File: src/rtl/id_ex_stage_reg.sv
// ID/EX pipeline register with WB bypass, load-use hazard detection and bubble counting.
// Build option: define ID_WB_BYPASS_EN for same-cycle WB forwarding, otherwise WB conflicts stall.
module id_ex_stage_reg #(
   parameter int unsigned DATA_WIDTH     = 32,
   parameter int unsigned REG_ADDR_WIDTH = 5
) (
   input  logic                      i_clk,
   input  logic                      i_reset,
   input  logic                      i_valid,
   input  logic                      i_stall,
   input  logic                      i_flush,
   input  logic [REG_ADDR_WIDTH-1:0] i_rs,
   input  logic [REG_ADDR_WIDTH-1:0] i_rt,
   input  logic [REG_ADDR_WIDTH-1:0] i_rd,
   input  logic [DATA_WIDTH-1:0]     i_read_data_1,
   input  logic [DATA_WIDTH-1:0]     i_read_data_2,
   input  logic [DATA_WIDTH-1:0]     i_imm,
   input  logic                      i_reg_write,
   input  logic                      i_mem_read,
   input  logic                      i_mem_write,
   input  logic                      i_mem_to_reg,
   input  logic                      i_alu_src,
   input  logic                      i_reg_dst,
   input  logic [3:0]                i_alu_op,
   input  logic                      i_wb_write_enable,
   input  logic [REG_ADDR_WIDTH-1:0] i_wb_write_register,
   input  logic [DATA_WIDTH-1:0]     i_wb_write_data,
   output logic                      o_valid,
   output logic [REG_ADDR_WIDTH-1:0] o_rs,
   output logic [REG_ADDR_WIDTH-1:0] o_rt,
   output logic [REG_ADDR_WIDTH-1:0] o_rd,
   output logic [DATA_WIDTH-1:0]     o_data_1,
   output logic [DATA_WIDTH-1:0]     o_data_2,
   output logic [DATA_WIDTH-1:0]     o_imm,
   output logic                      o_reg_write,
   output logic                      o_mem_read,
   output logic                      o_mem_write,
   output logic                      o_mem_to_reg,
   output logic                      o_alu_src,
   output logic                      o_reg_dst,
   output logic [3:0]                o_alu_op,
   output logic                      o_hazard_stall,
   output logic [15:0]               o_bubble_count
);

   logic                  bypass_1;
   logic                  bypass_2;
   logic                  load_use;
   logic                  load_bubble;
   logic [DATA_WIDTH-1:0] data_1;
   logic [DATA_WIDTH-1:0] data_2;

   always_comb begin
      bypass_1 = i_wb_write_enable && (i_wb_write_register != '0) &&
                 (i_wb_write_register == i_rs);
      bypass_2 = i_wb_write_enable && (i_wb_write_register != '0) &&
                 (i_wb_write_register == i_rt);
      load_use = o_valid && o_mem_read && i_valid && (o_rt != '0) &&
                 ((o_rt == i_rs) || (o_rt == i_rt));
`ifdef ID_WB_BYPASS_EN
      o_hazard_stall = load_use;
      data_1         = bypass_1 ? i_wb_write_data : i_read_data_1;
      data_2         = bypass_2 ? i_wb_write_data : i_read_data_2;
`else
      // Without forwarding, wait one cycle for the bank write to retire.
      o_hazard_stall = load_use || (i_valid && (bypass_1 || bypass_2));
      data_1         = i_read_data_1;
      data_2         = i_read_data_2;
`endif
      load_bubble = i_flush || (!i_stall && o_hazard_stall);
   end

   always_ff @(posedge i_clk) begin
      if (i_reset) begin
         o_valid        <= 1'b0;
         o_rs           <= '0;
         o_rt           <= '0;
         o_rd           <= '0;
         o_data_1       <= '0;
         o_data_2       <= '0;
         o_imm          <= '0;
         o_reg_write    <= 1'b0;
         o_mem_read     <= 1'b0;
         o_mem_write    <= 1'b0;
         o_mem_to_reg   <= 1'b0;
         o_alu_src      <= 1'b0;
         o_reg_dst      <= 1'b0;
         o_alu_op       <= '0;
         o_bubble_count <= '0;
      end else if (load_bubble) begin
         o_valid      <= 1'b0;
         o_rs         <= '0;
         o_rt         <= '0;
         o_rd         <= '0;
         o_data_1     <= '0;
         o_data_2     <= '0;
         o_imm        <= '0;
         o_reg_write  <= 1'b0;
         o_mem_read   <= 1'b0;
         o_mem_write  <= 1'b0;
         o_mem_to_reg <= 1'b0;
         o_alu_src    <= 1'b0;
         o_reg_dst    <= 1'b0;
         o_alu_op     <= '0;
         if ((o_valid || i_valid) && (o_bubble_count != 16'hFFFF)) begin
            o_bubble_count <= o_bubble_count + 16'd1;
         end
      end else if (!i_stall) begin
         o_valid      <= i_valid;
         o_rs         <= i_rs;
         o_rt         <= i_rt;
         o_rd         <= i_rd;
         o_data_1     <= data_1;
         o_data_2     <= data_2;
         o_imm        <= i_imm;
         // An empty slot must never carry live control.
         o_reg_write  <= i_reg_write  && i_valid;
         o_mem_read   <= i_mem_read   && i_valid;
         o_mem_write  <= i_mem_write  && i_valid;
         o_mem_to_reg <= i_mem_to_reg && i_valid;
         o_alu_src    <= i_alu_src    && i_valid;
         o_reg_dst    <= i_reg_dst    && i_valid;
         o_alu_op     <= i_valid ? i_alu_op : 4'd0;
      end
   end

endmodule

File: config.mk
export PLATFORM = sky130hd
export DESIGN_NAME = id_ex_stage_reg
export DESIGN_NICKNAME = d
export VERILOG_FILES = /design/src/rtl/id_ex_stage_reg.sv
export SDC_FILE = /design/constraint.sdc
export NUM_CORES = 1
export LEC_CHECK = 0
export ABC_AREA = 1
export BUFFER_PORTS_ARGS = -buffer_cell sky130_fd_sc_hd__buf_2
export CORE_MARGIN = 2
export CORE_UTILIZATION = 45
export DETAILED_ROUTE_END_ITERATION = 8
export PLACE_DENSITY = 0.8
export RECOVER_POWER = 100
export SYNTH_ARGS = -nofsm -noshare
export SYNTH_HDL_FRONTEND = slang
export SYNTH_SLANG_ARGS = --single-unit
File: constraint.sdc
create_clock -name i_clk -period 1.7 [get_ports i_clk]
set_input_delay 0.34 -clock i_clk [delete_from_list [all_inputs] [get_ports i_clk]]
set_output_delay 0.34 -clock i_clk [all_outputs]
set_load 0.005 [all_outputs]
==> results of run 1 <==
[critical path, cell delays in order (launching register included)]
cell,delay (ns)
dfxtp_4,0.37
buf_6,0.12
nor2_4,0.06
nand4_1,0.11
nand4_1,0.09
inv_1,0.06
nand2_1,0.10
nand2_2,0.07
buf_6,0.11
buf_6,0.10
[cell usage in the layout (no fill, tap or decap), types with 4 or more instances in the layout]
cell type  synthesis  routed
buf_6              2       6
nor2_2             0      10
clkbuf_16          0      22
nand4_1            4       4
nor2_1            64      42
a22oi_1           10      10
xnor2_1            4       4
buf_16             0       7
buf_8              7       5
dfxtp_1          138     132
a21oi_2           61     106
nand2_2            3       4
buf_2              5     190
nand3_2            1       8
clkbuf_1          27      80
o21ai_0            9       9
buf_12             0      11
a21oi_4            0      13
nand2_1          289     284
nand3_1           26      18
nor2_4             0      12
clkinv_2           0       5
inv_1             33      30
buf_4              3      23
[what timing repair did]
action | 4_1_cts | 5_1_grt
gates resized for setup | 54 | 119
hold buffers | 0 | 0
endpoints found under the setup margin | 62 | 139
gates cloned | 11 | 8
pin swaps | 8 | 13
setup buffers | 9 | 6
[worst max-delay path by stage]
stage / from / end / slack, ns / cells after the start
global placement: i_rt[0] / o_data_1[5] / -0.06 / 12
CTS: o_rt[0] / o_hazard_stall / -0.22 / 9
finish: o_rt[0] / o_hazard_stall / -0.24 / 9
floorplan: o_bubble_count[0] / o_bubble_count[13] / 0.1 / 9
detailed placement: i_stall / o_mem_write / -0.12 / 4
global route: o_rt[0] / o_hazard_stall / -0.27 / 9
[logic make-up (layout without fill, tap and decap cells)]
family / after synthesis / in the layout
simple gates: 394 / 395
compound gates: 139 / 139
flops: 138 / 138
buf+inv: 79 / 392
xor+xnor: 5 / 5
fa+ha+maj: 1 / 1
[power by group through the flow]
stage               Clock, mW  Sequential (mW)  Combinational [mW]
floorplan                   0             3.46               0.419
global placement            0             3.45               0.773
detailed placement          0             3.45               0.787
CTS                      3.39             3.38               0.939
global route             3.56             3.40                1.17
finish                   3.38             3.39                1.08
[area by class of cell]
| type | instances | area (um2) |
|---|---|---|
| clock buffers | 22 | 474.2 |
| clock inverters | 10 | 68.82 |
| fillers | 997 | 3649 |
| inverters | 35 | 132.6 |
| multi-input cells | 540 | 3103 |
| flip-flops and latches | 138 | 2778 |
| well taps | 172 | 215.2 |
| repair buffers | 325 | 2097 |
[per-layer routing]
layer  track usage (%)  routed length (um)
met5                 0                   0
met4             12.24                 652
met3             7.930                1509
met2             43.43               10270
met1             30.39                7762
==> out/summary.txt, run 1 <==
total global routing overflow: 0
main area contributors after synthesis: dfxtp_1 48%, nand2_1 19%, a21oi_2 9.3%
# rows: 41
Non-Filler Instances: 1242
post-synthesis compound-gate area fraction: 16.58%
# IOs: 303
Cell Area, Placed: 7286 um2
violated checks: negative setup slack
biggest regs: o_data_1 (32), o_data_2 (32), o_imm (32)
wire per inst: 16.26 um
total power draw: 7.844 mW
Port-buffer cells: 270
post-route setup slack: -0.2359 ns
CTS tree: built
simple-gate area share of the yosys netlist: 27.07%
Setup Slack @ Placement: -0.1234 ns
syn_nets: 921
Max-slew headroom: 11.04%
ratio of cells with drive above 1 in the final layout: 41.87%
cells after synthesis: 756
FMAX: 0.5166 GHz
RR Startpoint: o_rt[0]
# clock sinks: 138
Initial Util: 45.75%
share of the synthesized area in the top cell type: 48.24%
synthesis warning total: 0
initial antenna violation count: 0
DIE HEIGHT: 116.8 um
Num CTS Buffers: 17
main combinational cell family by area after synthesis: simple AND/OR/NAND/NOR gates
Reg2Reg Depth: 14
WL final: 20.19 mm
CP Capture Type: primary output
Comb power frac: 13.7%
nets: 1222
dpl cells: 1180
die width: 116.8 um
Critical R2R Capture: o_imm[10]
final hold vios: 0
Root Driver: clkbuf_16
Synth Register Bits: 138
Remaining DRCs: 0
Area Growth Syn to Fin: 54.86%
Power Dens Cells: 884.5 nW/um2
Vias/cell: 5.164
DP HPWL: 11.15 mm
count leader, synth: nand2_1
Min Clock Period, post-route: 1.936 ns
Clock Skew: 0.01064 ns
Clock Power Share: 43.1%
htree depth: 4
worst path required time: 1.36 ns
status: finished with violations
Int Power: 5.794 mW
Post-DRT Antenna Nets: 0
Hold WC Path Type: in2reg
drt first pass iters: 5
clk slew on worst S/H paths: 0.06 ns
number of global-route vias before repair: 5762
Post-synth EDFFs: 0
post-synthesis mux area share: 0%
Critical Path Start Type: flip-flop
maximum clock path buffer count: 2
final setup fails: 139
global-route wire length before repair: 27.74 mm
crit-path max FO: 5
Skew-Pair Late Insertion Delay: 0.42 ns
n_diodes: 0
Hold EP: o_data_2[20]
final instance area: 8869 um2
Critical Path AT: 1.60 ns
pin count of the biggest net entering global routing: 64
CP Class: reg2out
Peak VDD IR: 0.0007671 V
top post-synthesis cells by count: 289 x nand2_1, 138 x dfxtp_1, 64 x nor2_1
Post-Synth Adder-Cell Area: 0.2185%
Distinct cells, synth: 26
unrepaired setup endpoints after global routing: yes
leading area contributor after synthesis: dfxtp_1
Final Core Density: 70.85%
part of the power in registers: 43.2%
register area share after synthesis: 48.24%
total track usage: 25.91%
Period Utilization, post-route: 113.9%
HP Start: i_read_data_2[20]
Slew Viols, Final: 0
WHS Path Cells: 3
hold slack final: 0.1710 ns
Post-synth top flop: dfxtp_1
switching part of the total: 26.14%
FFs w/ async S/R, synth: 0%
syn_area_per_cell: 7.575 um2
max_cap viols: 0
P_sw: 2.050 mW
R2R setup slack: -0.21 ns
XOR/XNOR Fraction of Synth Area: 0.7647%
Slew @ Worst Pin: 1.329 ns
core area: 12520 um2
Final GP Congestion: 0.8578
vias after detailed routing: 6414
Iter 0 DRT Violations: 479
synthesized cell area: 5727 um2
setup_tns: -17.74 ns
Die Area: 13640 um2
P_leak: 3.794 nW
No activity file was read; power rests on OpenSTA's default activity.
==> run 2: changes to the inputs <==
==> constraint.sdc (replaced) <==
create_clock -name i_clk -period 1.7 [get_ports i_clk]
set_input_delay 0 -clock i_clk [delete_from_list [all_inputs] [get_ports i_clk]]
set_output_delay 0 -clock i_clk [all_outputs]
set_load 0.005 [all_outputs]
==> run 2 against run 1 <==
The run now ends clean. Wire length is 3.1% higher. First-iteration DRC count is 28% higher. Core utilization is 3.2 points higher. Largest power group is now the clock network. Count of clock-buffer cells in the layout is 2 lower. Clock skew is 0.0032 ns lower. Sequential share of layout area is 1.4 points lower. Design area is 4.5% higher. Final cell count is 7.7% higher.
==> out/summary.txt, run 2 (synthesized netlist as in run 1, its figures left out) <==
status: completed
Vias/cell: 5.061
Period Utilization, post-route: 96.55%
pin count of the biggest net entering global routing: 69
Post-DRT Antenna Nets: 0
wire per inst: 15.55 um
initial antenna violation count: 0
worst path required time: 2.01 ns
CP Class: reg2reg
final hold vios: 0
Power Dens Cells: 922.6 nW/um2
Clock Skew: 0.007448 ns
Min Clock Period, post-route: 1.641 ns
filler instances: 864
Remaining DRCs: 0
crit-path max FO: 4
Final Core Density: 74.05%
# IOs: 303
hold slack final: 0.1247 ns
Skew-Pair Late Insertion Delay: 0.42 ns
max_cap viols: 0
Peak VDD IR: 0.0005490 V
most frequent cells in the layout: 288 x nand2_1, 187 x buf_2, 132 x dfxtp_1
final instance area: 9269 um2
Port-buffer cells: 270
P_sw: 1.995 mW
ratio of cells with drive above 1 in the final layout: 29.10%
Reg2Reg Depth: 10
Critical R2R Capture: o_bubble_count[9]
biggest regs: o_data_1 (32), o_data_2 (32), o_imm (32)
Critical Path AT: 1.95 ns
Cell Area, Placed: 7253 um2
total global routing overflow: 0
Die Area: 13640 um2
RR Startpoint: o_bubble_count[0]
Max-slew headroom: 66.21%
dpl cells: 1174
vias after detailed routing: 6772
Critical Path Start Type: flip-flop
Clock Power Share: 47.6%
die width: 116.8 um
DP HPWL: 10.84 mm
global-route wire length before repair: 30.25 mm
Non-Filler Instances: 1338
Num CTS Buffers: 17
CP Capture Type: flip-flop
clk slew on worst S/H paths: 0.06 ns
final setup fails: 0
Slew @ Worst Pin: 0.5068 ns
Iter 0 DRT Violations: 614
nets: 1317
Area Growth Syn to Fin: 61.85%
Comb power frac: 12.7%
part of the power in registers: 39.7%
htree depth: 4
total track usage: 28.34%
Slew Viols, Final: 0
Critical Path Start: o_bubble_count[0]
Critical Path End: o_bubble_count[9]
Final GP Congestion: 0.8843
# clock sinks: 138
R2R setup slack: 0.06 ns
unrepaired setup endpoints after global routing: yes
Hold WC Path Type: in2reg
core area: 12520 um2
CTS tree: built
WL final: 20.81 mm
FMAX: 0.6093 GHz
maximum clock path buffer count: 2
Int Power: 6.556 mW
DIE HEIGHT: 116.8 um
setup_tns: 0 ns
most common cell after layout, fill and taps aside: nand2_1
# rows: 41
drt first pass iters: 5
number of global-route vias before repair: 6415
Initial Util: 45.75%
switching part of the total: 23.33%
Root Driver: clkbuf_16
P_leak: 4.068 nW
## run 2: cell types whose count changed in the layout (fill, tap and decap cells not counted), moves of 5 or more
cell / change
nand3_1: +8
nor2_1: +18
nand3_2: -8
a21oi_4: -13
buf_4: -7
nor2_4: -12
buf_6: -5
dlygate4sd3_1: +121
nor2_2: -6
a21oi_1: +56
a21oi_2: -43
buf_16: -7
bufinv_16: +5
## run 2: power groups by stage
| stage | sequential [mW] | clock [mW] | combinational, mW |
|---|---|---|---|
| after global placement | 3.45 | 0 | 0.772 |
| final | 3.39 | 4.07 | 1.09 |
| after floorplan | 3.46 | 0 | 0.419 |
| after detailed placement | 3.45 | 0 | 0.782 |
| after global routing | 3.40 | 4.24 | 1.18 |
| after CTS | 3.38 | 4.12 | 1.00 |
## run 2: worst min-delay path by stage
stage | startpoint | to | cells past startpoint
6_report | i_flush | o_reg_dst | 5
5_1_grt | i_stall | o_data_1[28] | 4
4_1_cts | i_flush | o_reg_dst | 4
3_5_place_dp | i_imm[31] | o_imm[31] | 3
3_3_place_gp | i_read_data_1[29] | o_data_1[29] | 3
2_1_floorplan | i_read_data_1[4] | o_data_1[4] | 2
## run 2: repair_timing
action	CTS	global route
gates resized for setup	3	32
pin swaps	0	5
gates cloned	0	5
setup endpoints to repair	10	133
hold buffers	121	0
hold endpoints to repair	121	0
setup buffers	0	5
## run 2: routing by layer
metal  global-route usage, %  wire [um]
met5                       0          0
met4                   13.96        856
met3                   6.849       1573
met2                   49.36      10500
met1                   32.58       7885
## run 2: cell type report
type	count	area [um2]	share of cell area, %
Multi-Input combinational cell	539	2616	28.23
Clock inverter	12	193.9	2.092
Sequential cell	138	2778	29.97
Clock buffer	20	456.7	4.927
Inverter	35	135.1	1.458
Tap cell	172	215.2	2.322
Timing Repair Buffer	421	2872	30.98
Antenna cell	1	2.502	0.02700
## run 2: critical path, cell delays in order, from the launching register on
cell and delay, ns:
dfxtp_1 0.34, buf_4 0.13, and3_4 0.17, nand2_1 0.09, nor2_2 0.19, buf_4 0.14, nand3_1 0.11, nor2_1 0.17
nand3_1 0.10, nand2_1 0.06, nor2_1 0.04
## run 2: per-stage QoR
step | setup slack, ns | power, mW
after floorplan | 0.09760 | 3.881
after global placement | 0.005097 | 4.220
after detailed placement | -0.003358 | 4.232
after CTS | 0.01794 | 8.504
after global routing | -0.06292 | 8.823
final | 0.05872 | 8.551
==> run 3: changes to the inputs <==
clock period = 1.8 ns   (was 1.7 ns; I/O delays follow)
==> run 3 against run 2 <==
Power decreased by 8.4%. Sequential share of layout area increased by 1.1 points. Via count decreased by 0.72%. Critical path depth increased by 3.
==> out/summary.txt, run 3 (synthesized netlist as in run 1, its figures left out) <==
Cell Area, Placed: 7188 um2
worst path required time: 2.11 ns
CP Capture Type: flip-flop
max_cap viols: 0
# rows: 41
most common cell after layout, fill and taps aside: nand2_1
biggest regs: o_data_1 (32), o_data_2 (32), o_imm (32)
Period Utilization, post-route: 94.85%
CTS tree: built
FMAX: 0.5857 GHz
maximum clock path buffer count: 2
clk slew on worst S/H paths: 0.06 ns
Num CTS Buffers: 17
Power Dens Cells: 880.3 nW/um2
crit-path max FO: 14
core area: 12520 um2
Iter 0 DRT Violations: 513
Reg2Reg Depth: 13
WHS Path Cells: 5
RR Startpoint: o_rt[2]
Max-slew headroom: 53.66%
Die Area: 13640 um2
n_diodes: 0
Skew-Pair Late Insertion Delay: 0.42 ns
vias after detailed routing: 6723
Slew @ Worst Pin: 0.6951 ns
Final GP Congestion: 0.8736
Critical Path AT: 2.02 ns
Post-DRT Antenna Nets: 0
Port-buffer cells: 270
DIE HEIGHT: 116.8 um
wire per inst: 15.65 um
ratio of cells with drive above 1 in the final layout: 22.47%
most frequent cells in the layout: 289 x nand2_1, 166 x buf_2, 134 x dfxtp_1
P_leak: 3.875 nW
drt first pass iters: 5
Vias/cell: 5.059
Critical R2R Capture: o_data_1[25]
Peak VDD IR: 0.0005531 V
final setup fails: 0
total track usage: 27.87%
HP Start: i_rs[3]
Setup Slack @ Placement: 0.1094 ns
Hold WC Path Type: in2reg
Clock Skew: 0.01546 ns
post-route setup slack: 0.09265 ns
R2R setup slack: 0.09 ns
Remaining DRCs: 0
Initial Util: 45.75%
global-route wire length before repair: 29.82 mm
Root Driver: clkbuf_16
final instance area: 8896 um2
# IOs: 303
# clock sinks: 138
die width: 116.8 um
CP Class: reg2reg
hold slack final: 0.05968 ns
Area Growth Syn to Fin: 55.34%
Slew Viols, Final: 0
status: completed
final hold vios: 0
htree depth: 4
pin count of the biggest net entering global routing: 65
Critical Path Start Type: flip-flop
nets: 1309
DP HPWL: 10.93 mm
WL final: 20.80 mm
Hold EP: o_rs[3]
initial antenna violation count: 0
total power draw: 7.831 mW
number of global-route vias before repair: 6332
Min Clock Period, post-route: 1.707 ns
total global routing overflow: 0
[run 3: cell types whose count changed in the layout (fill, tap and decap cells not counted), moves of 7 or more]
cell,delta
a21oi_1,+34
buf_2,-21
clkbuf_1,+23
a21oi_2,-34
buf_4,-9
buf_6,+7
[run 3: layer usage]
metal  wire length (um)  track usage, %
met1               7934           30.76
met2              10480           48.79
met3               1578           7.673
met4                808           14.90
met5                  0               0
[run 3: cell type report]
class	instances	area [um2]
fillers	979	3621
clock buffers	20	456.7
clock inverters	12	165.2
inverters	35	132.6
flip-flops and latches	138	2768
well taps	172	215.2
multi-input cells	539	2449
repair buffers	413	2710
[run 3: what timing repair did]
action	CTS	global route
buffers inserted	0	3
hold endpoints to repair	120	0
hold buffers	121	0
gates resized for setup	0	11
endpoints found under the setup margin	0	115
[run 3: worst max-delay path by stage]
stage	from	to	slack [ns]
2_1_floorplan	o_bubble_count[0]	o_bubble_count[13]	0.20
3_3_place_gp	o_rt[0]	o_data_1[5]	0.13
3_5_place_dp	o_rt[0]	o_alu_op[0]	0.11
4_1_cts	o_rt[0]	o_alu_op[0]	0.09
5_1_grt	o_bubble_count[3]	o_bubble_count[15]	-0.0005
6_report	o_rt[2]	o_data_1[25]	0.09
[run 3: critical path, cell delays in order (launching register included)]
cell and delay (ns):
dfxtp_2 0.33, inv_1 0.11, nand2_1 0.06, nand2_1 0.08
nor2_1 0.04, nand3_1 0.07, nand2_1 0.06, nand2_1 0.07
nand2_2 0.06, nand2_2 0.09, nand3_4 0.13, buf_12 0.15
buf_16 0.14, a21oi_1 0.21
[run 3: report_power, final]
part | total (mW) | internal (mW) | switching (mW)
Sequential | 3.20 | 3.15 | 0.0569
Combinational | 0.979 | 0.487 | 0.492
Clock | 3.65 | 2.27 | 1.38
Total | 7.83 | 5.91 | 1.92
[run 3: per-stage QoR]
step / utilization [%] / setup TNS [ns] / instances
2_1_floorplan: - / 0 / 756
5_1_grt: 71.07 / -0.0004530 / 1329
3_3_place_gp: 57.43 / 0 / 1167
6_report: 71.07 / 0 / 1329
3_5_place_dp: 57.43 / 0 / 1167
4_1_cts: 72.07 / 0 / 1320
